`src/rtl/cpu_int_pkg.sv`:
```
// Shared types and constants for the 65HE06 interrupt / front-end status controller.
// Holds FSM state encoding, interrupt source IDs, injected opcodes and vector offsets.
package cpu_int_pkg;

  typedef enum logic [2:0] {
    ST_RESET    = 3'd0,
    ST_VECTOR   = 3'd1,
    ST_SKIP     = 3'd2,
    ST_RUN      = 3'd3,
    ST_WAIT_SF  = 3'd4,
    ST_WAIT_INT = 3'd6,
    ST_WAIT_RST = 3'd7
  } state_e;

  localparam int SRC_W = 4;
  typedef logic [SRC_W-1:0] src_t;

  localparam src_t SRC_RST  = 4'd0;
  localparam src_t SRC_NMI  = 4'd1;
  localparam src_t SRC_BRK  = 4'd2;
  localparam src_t SRC_IRQ0 = 4'd3;

  localparam logic [15:0] IR_RST = 16'h132C;
  localparam logic [15:0] IR_VEC = 16'h8322;

  localparam logic [3:0] VOFS_RST  = 4'hC;
  localparam logic [3:0] VOFS_NMI  = 4'hA;
  localparam logic [3:0] VOFS_BRK  = 4'h8;
  localparam logic [3:0] VOFS_IRQ0 = 4'hE;
  localparam logic [3:0] VOFS_IRQN = 4'h0;

  // irq[k>=1] vectors grow downward two bytes per line below {VEC_HI,0}
  function automatic logic [15:0] vec_addr(input logic [11:0] vec_hi, input src_t src);
    logic [15:0] k;
    k        = 16'(src - SRC_IRQ0);
    vec_addr = {vec_hi, VOFS_IRQN} - ((k - 16'd1) << 1);
    case (src)
      SRC_RST:  vec_addr = {vec_hi, VOFS_RST};
      SRC_NMI:  vec_addr = {vec_hi, VOFS_NMI};
      SRC_BRK:  vec_addr = {vec_hi, VOFS_BRK};
      SRC_IRQ0: vec_addr = {vec_hi, VOFS_IRQ0};
      default:  ;
    endcase
  endfunction

endpackage

```
`src/rtl/cpu_sf_scoreboard.sv`:
```
// One status-flag busy group: set by busy, cleared by ready; busy wins a same-cycle race.
// Latency: status visible the cycle after the busy/ready strobe.
module cpu_sf_scoreboard
  import cpu_int_pkg::*;
(
  input  logic clk,
  input  logic a_rst,
  input  logic sf_busy_i,
  input  logic sf_rdy_i,
  output logic sf_status_o
);

  logic status_q, status_d;

  assign status_d    = status_q ? (~sf_rdy_i | sf_busy_i) : sf_busy_i;
  assign sf_status_o = status_q;

  always_ff @(posedge clk) begin
    if (a_rst) status_q <= 1'b0;
    else       status_q <= status_d;
  end

endmodule

```
`src/rtl/cpu_int_ctrl.sv`:
```
// Interrupt entry / WAI / STP / flag-stall controller between decode and fetch of the 65HE06.
// Optional CPU_INT_NMI_EDGE_EN: edge-detected, latched NMI instead of level-sensitive NMI.
module cpu_int_ctrl
  import cpu_int_pkg::*;
#(
  parameter int          IRQ_LINES = 4,
  parameter int          SF_GROUPS = 2,
  parameter logic [11:0] VEC_HI    = 12'hFFF
) (
  input  logic                 clk,
  input  logic                 a_rst,
  input  logic                 nmi,
  input  logic [IRQ_LINES-1:0] irq,
  input  logic                 brk,
  input  logic                 rst,
  input  logic                 ien_we,
  input  logic [IRQ_LINES-1:0] ien_d,
  input  logic                 op_wai,
  input  logic                 op_stp,
  input  logic                 op_rti,
  input  logic                 op_sei,
  input  logic                 op_cli,
  input  logic                 feed_ack,
  input  logic [SF_GROUPS-1:0] sf_query,
  input  logic [SF_GROUPS-1:0] sf_busy,
  input  logic [SF_GROUPS-1:0] sf_rdy,
  output logic [15:0]          int_ir,
  output logic [15:0]          int_k,
  output logic                 replace_ir,
  output logic                 replace_k,
  output logic                 hold_fetch,
  output logic                 hold_decode,
  output logic                 nmi_ack,
  output logic [IRQ_LINES-1:0] irq_ack,
  output logic                 i_flag
);

  state_e               state_q, state_d;
  src_t                 src_q, src_d;
  logic                 i_flag_q, i_flag_d;
  logic [IRQ_LINES-1:0] ien_q, ien_nxt;
  logic [SF_GROUPS-1:0] qmask_q, qmask_d;
  logic [SF_GROUPS-1:0] sf_status;

  logic [IRQ_LINES-1:0] pend_irq, irq_win;
  src_t                 irq_src, win_src;
  logic                 nmi_p, take, stall, sf_clear;
  logic                 enter_vec, ack_en;

  for (genvar g = 0; g < SF_GROUPS; g++) begin : g_sf
    cpu_sf_scoreboard u_sb (
      .clk         (clk),
      .a_rst       (a_rst),
      .sf_busy_i   (sf_busy[g]),
      .sf_rdy_i    (sf_rdy[g]),
      .sf_status_o (sf_status[g])
    );
  end

`ifdef CPU_INT_NMI_EDGE_EN
  logic nmi_prev_q, nmi_pend_q, nmi_rise;

  assign nmi_rise = nmi & ~nmi_prev_q;
  assign nmi_p    = nmi_pend_q | nmi_rise;

  // Pending is dropped only by an actual NMI acceptance, so short pulses survive stalls
  always_ff @(posedge clk) begin
    if (a_rst) begin
      nmi_prev_q <= 1'b0;
      nmi_pend_q <= 1'b0;
    end else begin
      nmi_prev_q <= nmi;
      nmi_pend_q <= (nmi_pend_q | nmi_rise) & ~nmi_ack;
    end
  end
`else
  assign nmi_p = nmi;
`endif

  assign pend_irq = irq & ien_q & {IRQ_LINES{~i_flag_q}};
  assign take     = rst | nmi_p | brk | (|pend_irq);
  assign stall    = |(sf_status & sf_query);
  assign sf_clear = ~|(sf_status & qmask_q);

  // Descending scan so the lowest-numbered pending line wins
  always_comb begin
    irq_win = '0;
    irq_src = SRC_IRQ0;
    for (int k = IRQ_LINES - 1; k >= 0; k--) begin
      if (pend_irq[k]) begin
        irq_win    = '0;
        irq_win[k] = 1'b1;
        irq_src    = SRC_IRQ0 + src_t'(k);
      end
    end
  end

  always_comb begin
    win_src = irq_src;
    if (rst)        win_src = SRC_RST;
    else if (nmi_p) win_src = SRC_NMI;
    else if (brk)   win_src = SRC_BRK;
  end

  always_comb begin
    state_d = state_q;
    case (state_q)
      ST_RESET:    state_d = ST_VECTOR;
      ST_VECTOR:   if (feed_ack) state_d = ST_SKIP;
      ST_SKIP:     if (feed_ack) state_d = ST_RUN;
      ST_RUN: begin
        if (stall)                 state_d = ST_WAIT_SF;
        else if (take && feed_ack) state_d = ST_VECTOR;
        else if (op_stp)           state_d = ST_WAIT_RST;
        else if (op_wai)           state_d = ST_WAIT_INT;
      end
      ST_WAIT_SF:  if (sf_clear) state_d = ST_RUN;
      ST_WAIT_INT: if (take)     state_d = ST_VECTOR;
      ST_WAIT_RST: if (rst)      state_d = ST_VECTOR;
      default:     state_d = ST_RESET;
    endcase
    if (a_rst) state_d = ST_RESET;
  end

  assign enter_vec = (state_d == ST_VECTOR) && (state_q != ST_VECTOR);
  // Leaving RESET always vectors through RST and never acknowledges a source
  assign ack_en    = enter_vec && (state_q != ST_RESET);

  assign nmi_ack = ack_en && (win_src == SRC_NMI);
  assign irq_ack = (ack_en && (win_src >= SRC_IRQ0)) ? irq_win : '0;

  always_comb begin
    src_d = src_q;
    if (enter_vec) src_d = (state_q == ST_RESET) ? SRC_RST : win_src;
  end

  always_comb begin
    i_flag_d = i_flag_q;
    if (enter_vec || op_sei)    i_flag_d = 1'b1;
    else if (op_cli || op_rti)  i_flag_d = 1'b0;
  end

  assign ien_nxt = ien_we ? ien_d : ien_q;
  assign qmask_d = ((state_q == ST_RUN) && (state_d == ST_WAIT_SF)) ? sf_query : qmask_q;

  always_ff @(posedge clk) begin
    if (a_rst) begin
      state_q  <= ST_RESET;
      src_q    <= SRC_RST;
      i_flag_q <= 1'b1;
      ien_q    <= '0;
      qmask_q  <= '0;
    end else begin
      state_q  <= state_d;
      src_q    <= src_d;
      i_flag_q <= i_flag_d;
      ien_q    <= ien_nxt;
      qmask_q  <= qmask_d;
    end
  end

  assign int_ir      = (src_q == SRC_RST) ? IR_RST : IR_VEC;
  assign int_k       = vec_addr(VEC_HI, src_q);
  assign replace_ir  = (state_q == ST_VECTOR);
  assign replace_k   = (state_q == ST_VECTOR);
  assign hold_fetch  = (state_d != ST_RUN);
  assign hold_decode = (state_d != ST_VECTOR) && (state_d != ST_RUN);
  assign i_flag      = i_flag_q;

endmodule

```
`config.mk`:
```
export PLATFORM = sky130hd
export DESIGN_NAME = cpu_int_ctrl
export DESIGN_NICKNAME = d
export VERILOG_FILES = /design/src/rtl/cpu_int_pkg.sv /design/src/rtl/cpu_sf_scoreboard.sv /design/src/rtl/cpu_int_ctrl.sv
export SDC_FILE = /design/constraint.sdc
export NUM_CORES = 1
export LEC_CHECK = 0
export ABC_AREA = 0
export CAP_MARGIN = 20
export CELL_PAD_IN_SITES_DETAIL_PLACEMENT = 0
export CELL_PAD_IN_SITES_GLOBAL_PLACEMENT = 1
export CORE_MARGIN = 2
export CORE_UTILIZATION = 29
export CTS_CLUSTER_SIZE = 16
export DETAILED_ROUTE_END_ITERATION = 6
export MAX_ROUTING_LAYER = met4
export PLACE_DENSITY_LB_ADDON = 0.1
export REMOVE_ABC_BUFFERS = 1
export SKIP_LAST_GASP = 1
export SLEW_MARGIN = 30
export SYNTH_ARGS = -nofsm -noshare
export SYNTH_HDL_FRONTEND = slang
export SYNTH_SLANG_ARGS = --single-unit
```
`constraint.sdc`:
```
create_clock -name clk -period 3.4 [get_ports clk]
set_clock_uncertainty 0.15 [all_clocks]
set_input_delay 0.51 -clock clk [delete_from_list [all_inputs] [get_ports clk]]
set_output_delay 0.51 -clock clk [all_outputs]
set_load 0.05 [all_outputs]
```
==> flow_metrics.py <==
metrics = {
    "timing": {
        "fin_crit_sh": 0.961,
        "worst_pin_slew_ps": 490,
        "min_period_ps": 3270,
        "finalHoldViolCount": 0,
        "holdWs_ps": 329,
        "finalSetupViolCount": 0,
        "rsz0062_at_grt": "false",
        "slew_viol_final": 0,
        "fmaxAchievable_ghz": 0.306,
        "max_slew_margin": 0.670,
    },
    "synthesis": {
        "synthTopCellsByArea": "dfxtp_1 20%, buf_4 12%, nor2_1 5.9%",
        "post_synth.cell_area_avg_sq_um": 7.52,
        "synthesis.area_sq_um": 1530,
        "synthAdderAreaFrac": 0.0574,
        "synthSimpleGateAreaFrac": 0.249,
        "synthFlopType": "dfxtp_1",
        "ys_seq_area_frac": 0.197,
        "synth-xor-area-share": 0.0287,
        "netlist_instances": 203,
        "synthArstFlopShare": 0,
        "synth_area_leader_cell": "dfxtp_1",
        "yosys.area.top_type_share": 0.197,
        "ys_types": 55,
        "yosysWarnings": 0,
        "synth_top_family_by_area": "compound AO/OA/AOI/OAI gates",
        "synth_edf_count": 0,
        "synth_compound_area_frac": 0.255,
        "synth-seq-cells": 15,
        "synthMuxAreaShare": 0.0336,
    },
    "clock_tree": {
        "clock_sink_count": 15,
        "clk_path_buf_depth": 2,
        "cts_made_buffers": 3,
        "cts_tree": "built",
        "worstSkewPairLatency_ps": 250,
        "cts_htree_levels": 1,
        "path_clk_slew_ps": 70,
        "clock-root-buffer": "clkbuf_8",
        "cts_hold_buf": 0,
    },
    "setup_path": {
        "crit_buf_inv": 3,
        "cp_top_family": "simple AND/OR/NAND/NOR gates",
        "r2r_slack_ps": 780,
        "slowest_stage": "or4_4",
        "crit_top_cell": "buf_4",
        "cp_cell_sequence": "clkdlybuf4s50_1 -> and3b_1 -> or4_4 -> nor3_2 -> a211oi_2 -> buf_4 -> or2_2 -> buf_4",
        "cp_max_fo": 4,
        "crit_arrival_ps": 2610,
        "max_stage_delay_ps": 470,
        "crit_type": "input pin to primary output",
        "worstSetupEndpointType": "primary output",
        "required_ps": 2740,
        "cp-start-kind": "input pin",
    },
    "power": {
        "max-vdd-ir-drop_v": 0.000124,
        "swShare": 0.388,
        "cellPowerDensity_nw_per_um2": 252,
        "power_frac_comb": 0.442,
        "switching_power_mw": 0.248,
        "p_int_mw": 0.390,
        "power_frac_seq": 0.318,
        "power_frac_clock": 0.240,
        "power.leakage_nw": 1.07,
    },
    "final_layout": {
        "layout-drive-gt1-share": 0.283,
        "fin_nets": 306,
        "fin_area_sq_um": 2530,
        "antenna_cells": 0,
        "fin_util": 0.495,
        "final_cells": 342,
        "area_delta_synth_final_pct": 65.7,
    },
    "drt": {
        "viasPerCell": 4.78,
        "dr_total_vias": 1636,
        "drtIter0Drc": 44,
        "wire_per_inst_microns": 12.0,
        "drc": 0,
        "ant_nets": 0,
        "wl_mm": 4.12,
        "first_pass_iters": 4,
    },
    "floorplan": {
        "core_area_sq_um": 5110,
        "chipHeight_microns": 76.6,
        "die_x_microns": 76.6,
        "die_area_sq_um": 5860,
        "ios": 68,
        "initial_core_util": 0.299,
        "rows": 26,
    },
    "global_route": {
        "grtUsageTotal": 0.144,
        "grt_overflow": 0,
        "grt_start_max_net_pins": 12,
        "antenna_found_initial": 0,
        "grt_pass1_wl_mm": 6.87,
        "grt_pass1_vias": 1556,
    },
    "place": {
        "postPlaceCellArea_sq_um": 2360,
        "dp.cells": 334,
        "gp_congestion": 0.914,
        "dp_hpwl_mm": 3.22,
        "io_buffers": 55,
    },
    "worst_hold_path": {
        "holdCritPathClass": "flip-flop to flip-flop",
    },
    "run": {
        "maxCapViolations": 0,
    },
    "status": {
        "outcome": "completed",
    },
}
==> synth_stat cells (2+ instances only) <==
library cell / n
or3_1: 2
buf_4: 24
conb_1: 2
or4_1: 2
ha_1: 7
a22oi_1: 3
a21oi_1: 13
and2_1: 2
nand2_1: 11
inv_1: 13
nand4_1: 2
clkbuf_1: 7
o211ai_1: 2
and3b_1: 2
a31oi_1: 2
xnor2_1: 4
o32ai_1: 4
nand3_1: 4
nor4_1: 2
o21bai_1: 2
nand2b_1: 4
o31ai_1: 3
mux2i_1: 4
o21ai_0: 8
dfxtp_1: 15
nor4b_1: 2
buf_1: 3
nor2_1: 24
o2111ai_1: 2
a22o_1: 2
nor2b_1: 2
==> through the flow <==
| stage | setup TNS [ps] | worst slack, ps | power [mW] |
|---|---|---|---|
| 2_1_floorplan | -48760 | -5140 | 0.354 |
| 3_3_place_gp | -484 | -138 | 0.474 |
| 3_5_place_dp | -463 | -126 | 0.472 |
| 4_1_cts | 0 | 0.154 | 0.629 |
| 5_1_grt | 0 | 3.76 | 0.667 |
| 6_report | 0 | 132 | 0.638 |
==> state kept, by name (all words and copies together) (netlist names) <==
name,count
qmask_q,2
ien_q,4
state_q,3
src_q,3
g_sf.u_sb.sf_status_o,2
i_flag,1
==> kinds of logic (layout without fill, tap and decap cells) <==
| logic type | count (synthesis) | after routing |
|---|---|---|
| AND/OR/NAND/NOR | 69 | 69 |
| AO/OA/AOI/OAI | 53 | 53 |
| buffers and inverters | 47 | 106 |
| flip-flops | 15 | 15 |
| adder cells (fa/ha/maj) | 7 | 7 |
| XOR/XNOR | 5 | 5 |
| multiplexers | 5 | 5 |
| other | 2 | 12 |
==> tightest hold or removal path: stages, from the launching register on <==
cell and delay [ps]:
dfxtp_1 320, o31ai_1 60, a21oi_1 60
==> power groups by stage <==
stage / clock network [mW] / registers (mW) / logic (mW)
floorplan: 0 / 0.203 / 0.151
global placement: 0 / 0.205 / 0.269
detailed placement: 0 / 0.204 / 0.267
CTS: 0.157 / 0.201 / 0.271
global route: 0.162 / 0.205 / 0.300
finish: 0.153 / 0.203 / 0.282
==> final cells by class <==
class	count	area [sq um]
fillers	499	2580
inverters	13	48.8
repair buffers	89	972
clock buffers	4	45.0
multi-input cells	151	1070
flip-flops and latches	15	302
well taps	70	87.6
==> routing by layer <==
metal,GRT usage,vias to the layer above,share of wire
li1,-,831,-
met1,0.168,733,0.43
met2,0.258,64,0.50
met3,0.0190,8,0.053
met4,0.0382,0,0.015
met5,-,-,0
==> cells in the final DEF, fill, tap and decap left out, drive strengths merged, types with 5 or more instances in the layout <==
cell type      Yosys  final
a21oi             14     14
buf               27     54
clkdlybuf4s50      0     33
conb               2     12
dfxtp             15     15
ha                 7      7
inv               13     13
nand2             11     11
nor2              24     24
o21ai              8      8
o32ai              5      5
==> path summary, 6_finish.rpt <==
check                           from                      end  cells past startpoint
min reg2reg  qmask_q[1]$_SDFFE_PP0P_  qmask_q[1]$_SDFFE_PP0P_                      2
max reg2reg      i_flag$_SDFFE_PP1P_      i_flag$_SDFFE_PP1P_                      7
max                           irq[0]               hold_fetch                      8
min          qmask_q[1]$_SDFFE_PP0P_  qmask_q[1]$_SDFFE_PP0P_                      2
==> timing repair <==
item | 4_1_cts | 5_1_grt
cloned | 0 | 0
setup endpoints to repair | 5 | 15
buffers inserted | 2 | 2
pin swaps | 1 | 5
gates resized for setup | 3 | 15
Power figures use the tool's default switching activity.
==> edit 1: new RTL, same settings <==
The option `CPU_INT_NMI_EDGE_EN` is turned on by a define.
--- a/src/rtl/cpu_int_ctrl.sv
+++ b/src/rtl/cpu_int_ctrl.sv
@@ -2,2 +2,4 @@
 // Optional CPU_INT_NMI_EDGE_EN: edge-detected, latched NMI instead of level-sensitive NMI.
+`define CPU_INT_NMI_EDGE_EN
+
 module cpu_int_ctrl
Function: changed (Yosys sat finds a counterexample within 4 cycles, from zero or initial values and one cycle with a_rst high).
==> edit 1 against the unedited design <==
Area after synthesis is 2.7% higher. Combinational power shrank 5%. First-iteration DRC count down 6.8%. Non-clock buffer count shrank 11. Global-route usage shrank 1.5 points. Synthesized cell count increased by 4.4%. Total power is 2.1% higher. Critical path depth grew 1. Largest power group unchanged. Largest cell class unchanged. Design area decreased by 6.2%. Worst setup slack worse by 0.049 ns. Routed wire length fell by 1.7%. Sequential cell count rose by 2. Die area is 2.6% higher.
==> edit 1: results <==
metrics = {
    "run_status": {
        "outcome": "finished, final reports clean",
    },
    "placed_design": {
        "gp_congestion": 0.844,
        "port_buffers": 55,
        "dpl.hpwl_mm": 3.13,
        "dpl-instance-area_sq_um": 2180,
    },
    "power_and_ir_drop": {
        "vdd_ir_drop_max_uv": 135,
        "seqPwrFrac_pct": 35.1,
        "leakagePower_nw": 1.05,
        "p_clk_share_pct": 23.7,
        "intPower_mw": 0.410,
        "p_comb_mw": 0.269,
    },
    "clock_tree": {
        "clkLatencyLatePin_ns": 0.25,
        "cts_buffers": 3,
        "cts_setup_buffers": 3,
        "clk_pin_slew_ns": 0.07,
        "cts_buffer_depth": 2,
        "ctsResizeCount": 6,
    },
    "logic_synthesis": {
        "synthTopCellsByCount": "26 x buf_4, 24 x nand2_1, 21 x nor2_1, 17 x dfxtp_1",
        "synth.area.top_cells": "dfxtp_1 22%, buf_4 12%, nand2_1 5.7%",
        "synth-compound-area-share_pct": 22.9,
        "synth_flop_cell": "dfxtp_1",
        "synth_xor_area_share_pct": 3.35,
        "yosysSeqAreaShare_pct": 21.7,
        "synth_fa_ha_area_share_pct": 5.59,
        "ys_types": 50,
        "synth_mux_area_share_pct": 2.55,
    },
    "min_path": {
        "min-delay-start": "qmask_q[1]",
        "whs_endpoint": "qmask_q[1]",
        "whs_path_depth": 2,
    },
    "setup_path": {
        "r2r_start": "nmi_prev_q",
        "cpPeakStageDelay_ns": 0.56,
        "reg2reg_slack_ns": 0.85,
        "crit_path_top_delay_cell": "or4_4",
        "critPathKind": "in -> out",
        "worstPathMaxFanout": 6,
        "crit_end": "irq_ack[1]",
        "critical_path_arrival_ns": 2.66,
        "startpoint": "feed_ack",
        "r2r_end": "i_flag",
        "reg2regPathDepth": 11,
    },
    "global_routing": {
        "grt_pass1_vias": 1358,
        "grt_first_pass_wirelength_mm": 6.24,
        "grt_max_degree": 17,
        "grt_util_all_layers_pct": 12.9,
        "antenna_found_initial": 0,
    },
    "cells_and_area": {
        "largest_registers": "ien_q x4, src_q x3, state_q x3",
        "syn2layout_area_growth_pct": 51.3,
        "nFillCells": 535,
        "fin_nets": 305,
        "diodes": 0,
        "drive_gt1_share_pct": 24.7,
    },
    "sta": {
        "slew_headroom_pct": 66.4,
    },
    "drt": {
        "drt-pass1-iter-count": 4,
        "wl_per_cell_um": 11.9,
        "drt_iter0_markers": 41,
        "avgViaCountPerCell": 4.74,
    },
}
[edit 1: per-stage QoR]
stage | hold WS, ns | cells | setup WS [ns] | TNS (ns)
floorplan | 0.297 | 189 | -1.76 | -16.43
global placement | 0.324 | 330 | -0.0858 | -0.228
detailed placement | 0.325 | 330 | -0.118 | -0.335
CTS | 0.337 | 337 | 0.0106 | 0
global route | 0.364 | 341 | -0.0290 | -0.0290
finish | 0.336 | 341 | 0.0835 | 0
[edit 1: routing by layer]
| metal | vias to the layer above | wire, um | global-route usage (%) |
|---|---|---|---|
| li1 | 817 | - | - |
| met1 | 725 | 1810 | 16.1 |
| met2 | 64 | 1960 | 21.8 |
| met3 | 9 | 207 | 1.63 |
| met4 | 0 | 72 | 3.75 |
| met5 | - | 0 | - |
[edit 1: area by class of cell]
type | instances | area share (%)
timing repair buffer | 78 | 33.3
sequential | 17 | 14.3
multi-input combinational | 161 | 45.0
tap | 70 | 3.69
clock buffer | 4 | 1.90
inverter | 11 | 1.74
==> edit 2: new RTL, config.mk and constraints unchanged <==
Made on the original files. Register the output `i_flag` once more, with the module's reset; this adds one clock of latency there. The other outputs are not delayed to match.
--- a/src/rtl/cpu_int_ctrl.sv
+++ b/src/rtl/cpu_int_ctrl.sv
@@ -167,3 +167,9 @@
   assign hold_decode = (state_d != ST_VECTOR) && (state_d != ST_RUN);
-  assign i_flag      = i_flag_q;
+  always_ff @(posedge clk) begin
+    if (a_rst) begin
+      i_flag <= '0;
+    end else begin
+      i_flag <= i_flag_q;
+    end
+  end
 
Check against the original RTL: not equivalent (Yosys sat finds a counterexample within 4 cycles, from zero or initial values and one cycle with a_rst high).
==> edit 2 against the unedited design <==
Routed wire length fell by 4.0%. Non-clock buffer count is 16 lower. Fmax down 0.44%. Register-to-register slack better by 0.13 ns. Global-route usage is 1.1 points lower. Total power shrank 4.8%. Via count down 5.6%. Count of clock-buffer cells in the layout fell by 1. Sequential cell count up 1. Area after synthesis is 3.0% higher. Combinational power is 10% lower. Worst setup slack lost 0.014 ns. Design area shrank 8.7%.
==> edit 2: results <==
metrics = {
    "drt": {
        "avgViaCountPerCell": 4.65,
        "wl_per_cell_um": 11.9,
        "drt_iter0_markers": 142,
        "drt_wl_total_mm": 3.95,
    },
    "setup_path": {
        "reg2reg_slack_ns": 0.91,
        "critical_path_arrival_ns": 2.62,
        "r2r_start": "i_flag_q",
        "reg2regPathDepth": 9,
        "cpPeakStageDelay_ns": 0.52,
        "r2r_end": "src_q[2]",
        "crit_path_top_delay_cell": "clkdlybuf4s50_1",
    },
    "power_and_ir_drop": {
        "vdd_ir_drop_max_uv": 157,
        "leakagePower_nw": 0.958,
    },
    "global_routing": {
        "grt_util_all_layers_pct": 13.3,
        "grt_pass1_vias": 1400,
        "grt_max_degree": 14,
        "grt_first_pass_wirelength_mm": 6.56,
    },
    "logic_synthesis": {
        "ys_ff_latch": 16,
        "synth.area.top_cells": "dfxtp_1 20%, buf_4 11%, nor2_1 6.2%",
        "syn_area_per_cell_sq_um": 7.63,
        "ys_types": 53,
        "synthTopCellsByCount": "26 x nor2_1, 24 x buf_4, 17 x nand2_1, 16 x dfxtp_1",
        "yosysSeqAreaShare_pct": 20.4,
    },
    "placed_design": {
        "gp_congestion": 0.778,
        "dpl.hpwl_mm": 3.16,
    },
    "sta": {
        "slew_headroom_pct": 66.1,
        "timing.hold.ws_ns": 0.352,
    },
    "cells_and_area": {
        "nFillCells": 526,
        "drive_gt1_share_pct": 21.8,
        "fin_nets": 297,
    },
    "run_status": {
        "outcome": "finished, final reports clean",
    },
}
[edit 2: final cells by class]
cell class                 instances  share of cell area, %
multi-input combinational        157                   45.4
timing repair buffer              73                   33.0
sequential                        16                   13.9
tap                               70                   3.79
inverter                          13                   2.11
clock buffer                       3                   1.79
[edit 2: how the worst max path moves through the flow]
stage / startpoint / end / slack, ns / cells past startpoint
after floorplan: src_q[0] / int_k[10] / -1.99 / 6
after global routing: irq[0] / irq_ack[2] / -0.06 / 10
after CTS: irq[1] / irq_ack[2] / 0.04 / 9
after detailed placement: irq[1] / irq_ack[2] / 0.08 / 9
after global placement: irq[1] / irq_ack[3] / 0.1 / 9
final: irq[0] / irq_ack[2] / 0.12 / 10
[edit 2: power by group]
group	switching, mW	internal, mW	leakage (nW)	total, mW
logic	0.149	0.104	0.805	0.253
registers	0.0173	0.198	0.132	0.215
clock network	0.0611	0.0784	0.0216	0.140
[edit 2: timing repair]
| item | CTS | global route |
|---|---|---|
| buffers inserted | 0 | 5 |
| setup endpoints to repair | 0 | 16 |
| gates resized for setup | 0 | 10 |
[edit 2: through the flow]
step	worst slack (ns)	area, sq um
final	0.118	2310
after floorplan	-1.99	1400
after global placement	0.0957	2200
after global routing	-0.0572	2310
after detailed placement	0.0810	2200
after CTS	0.0406	2240
[edit 2: metal layers]
layer / vias up / track usage (%) / part of all wire (%)
met2: 63 / 19.8 / 42
met1: 681 / 18.4 / 50
met3: 2 / 3.02 / 7.9
met5: - / - / 0
met4: 0 / 2.68 / 0.35
li1: 798 / - / -
[edit 2: worst min-delay path, cell delays in order (launching register included)]
cell and delay, ns:
dfxtp_1 0.32, mux2i_1 0.07, nor2_1 0.07
[edit 2: cell families (layout without fill, tap and decap cells)]
group	Yosys count	after routing	synth area share (%)
AOI/OAI and AO/OA	46	46	22.2
and+or+nand+nor	80	80	27.9
buffers and inverters	43	89	16.2
muxes	7	7	4.46
adders and majority gates	7	7	5.57
DFF	16	16	20.4
other	2	12	0.478
xor gates and xnor gates	5	5	2.78
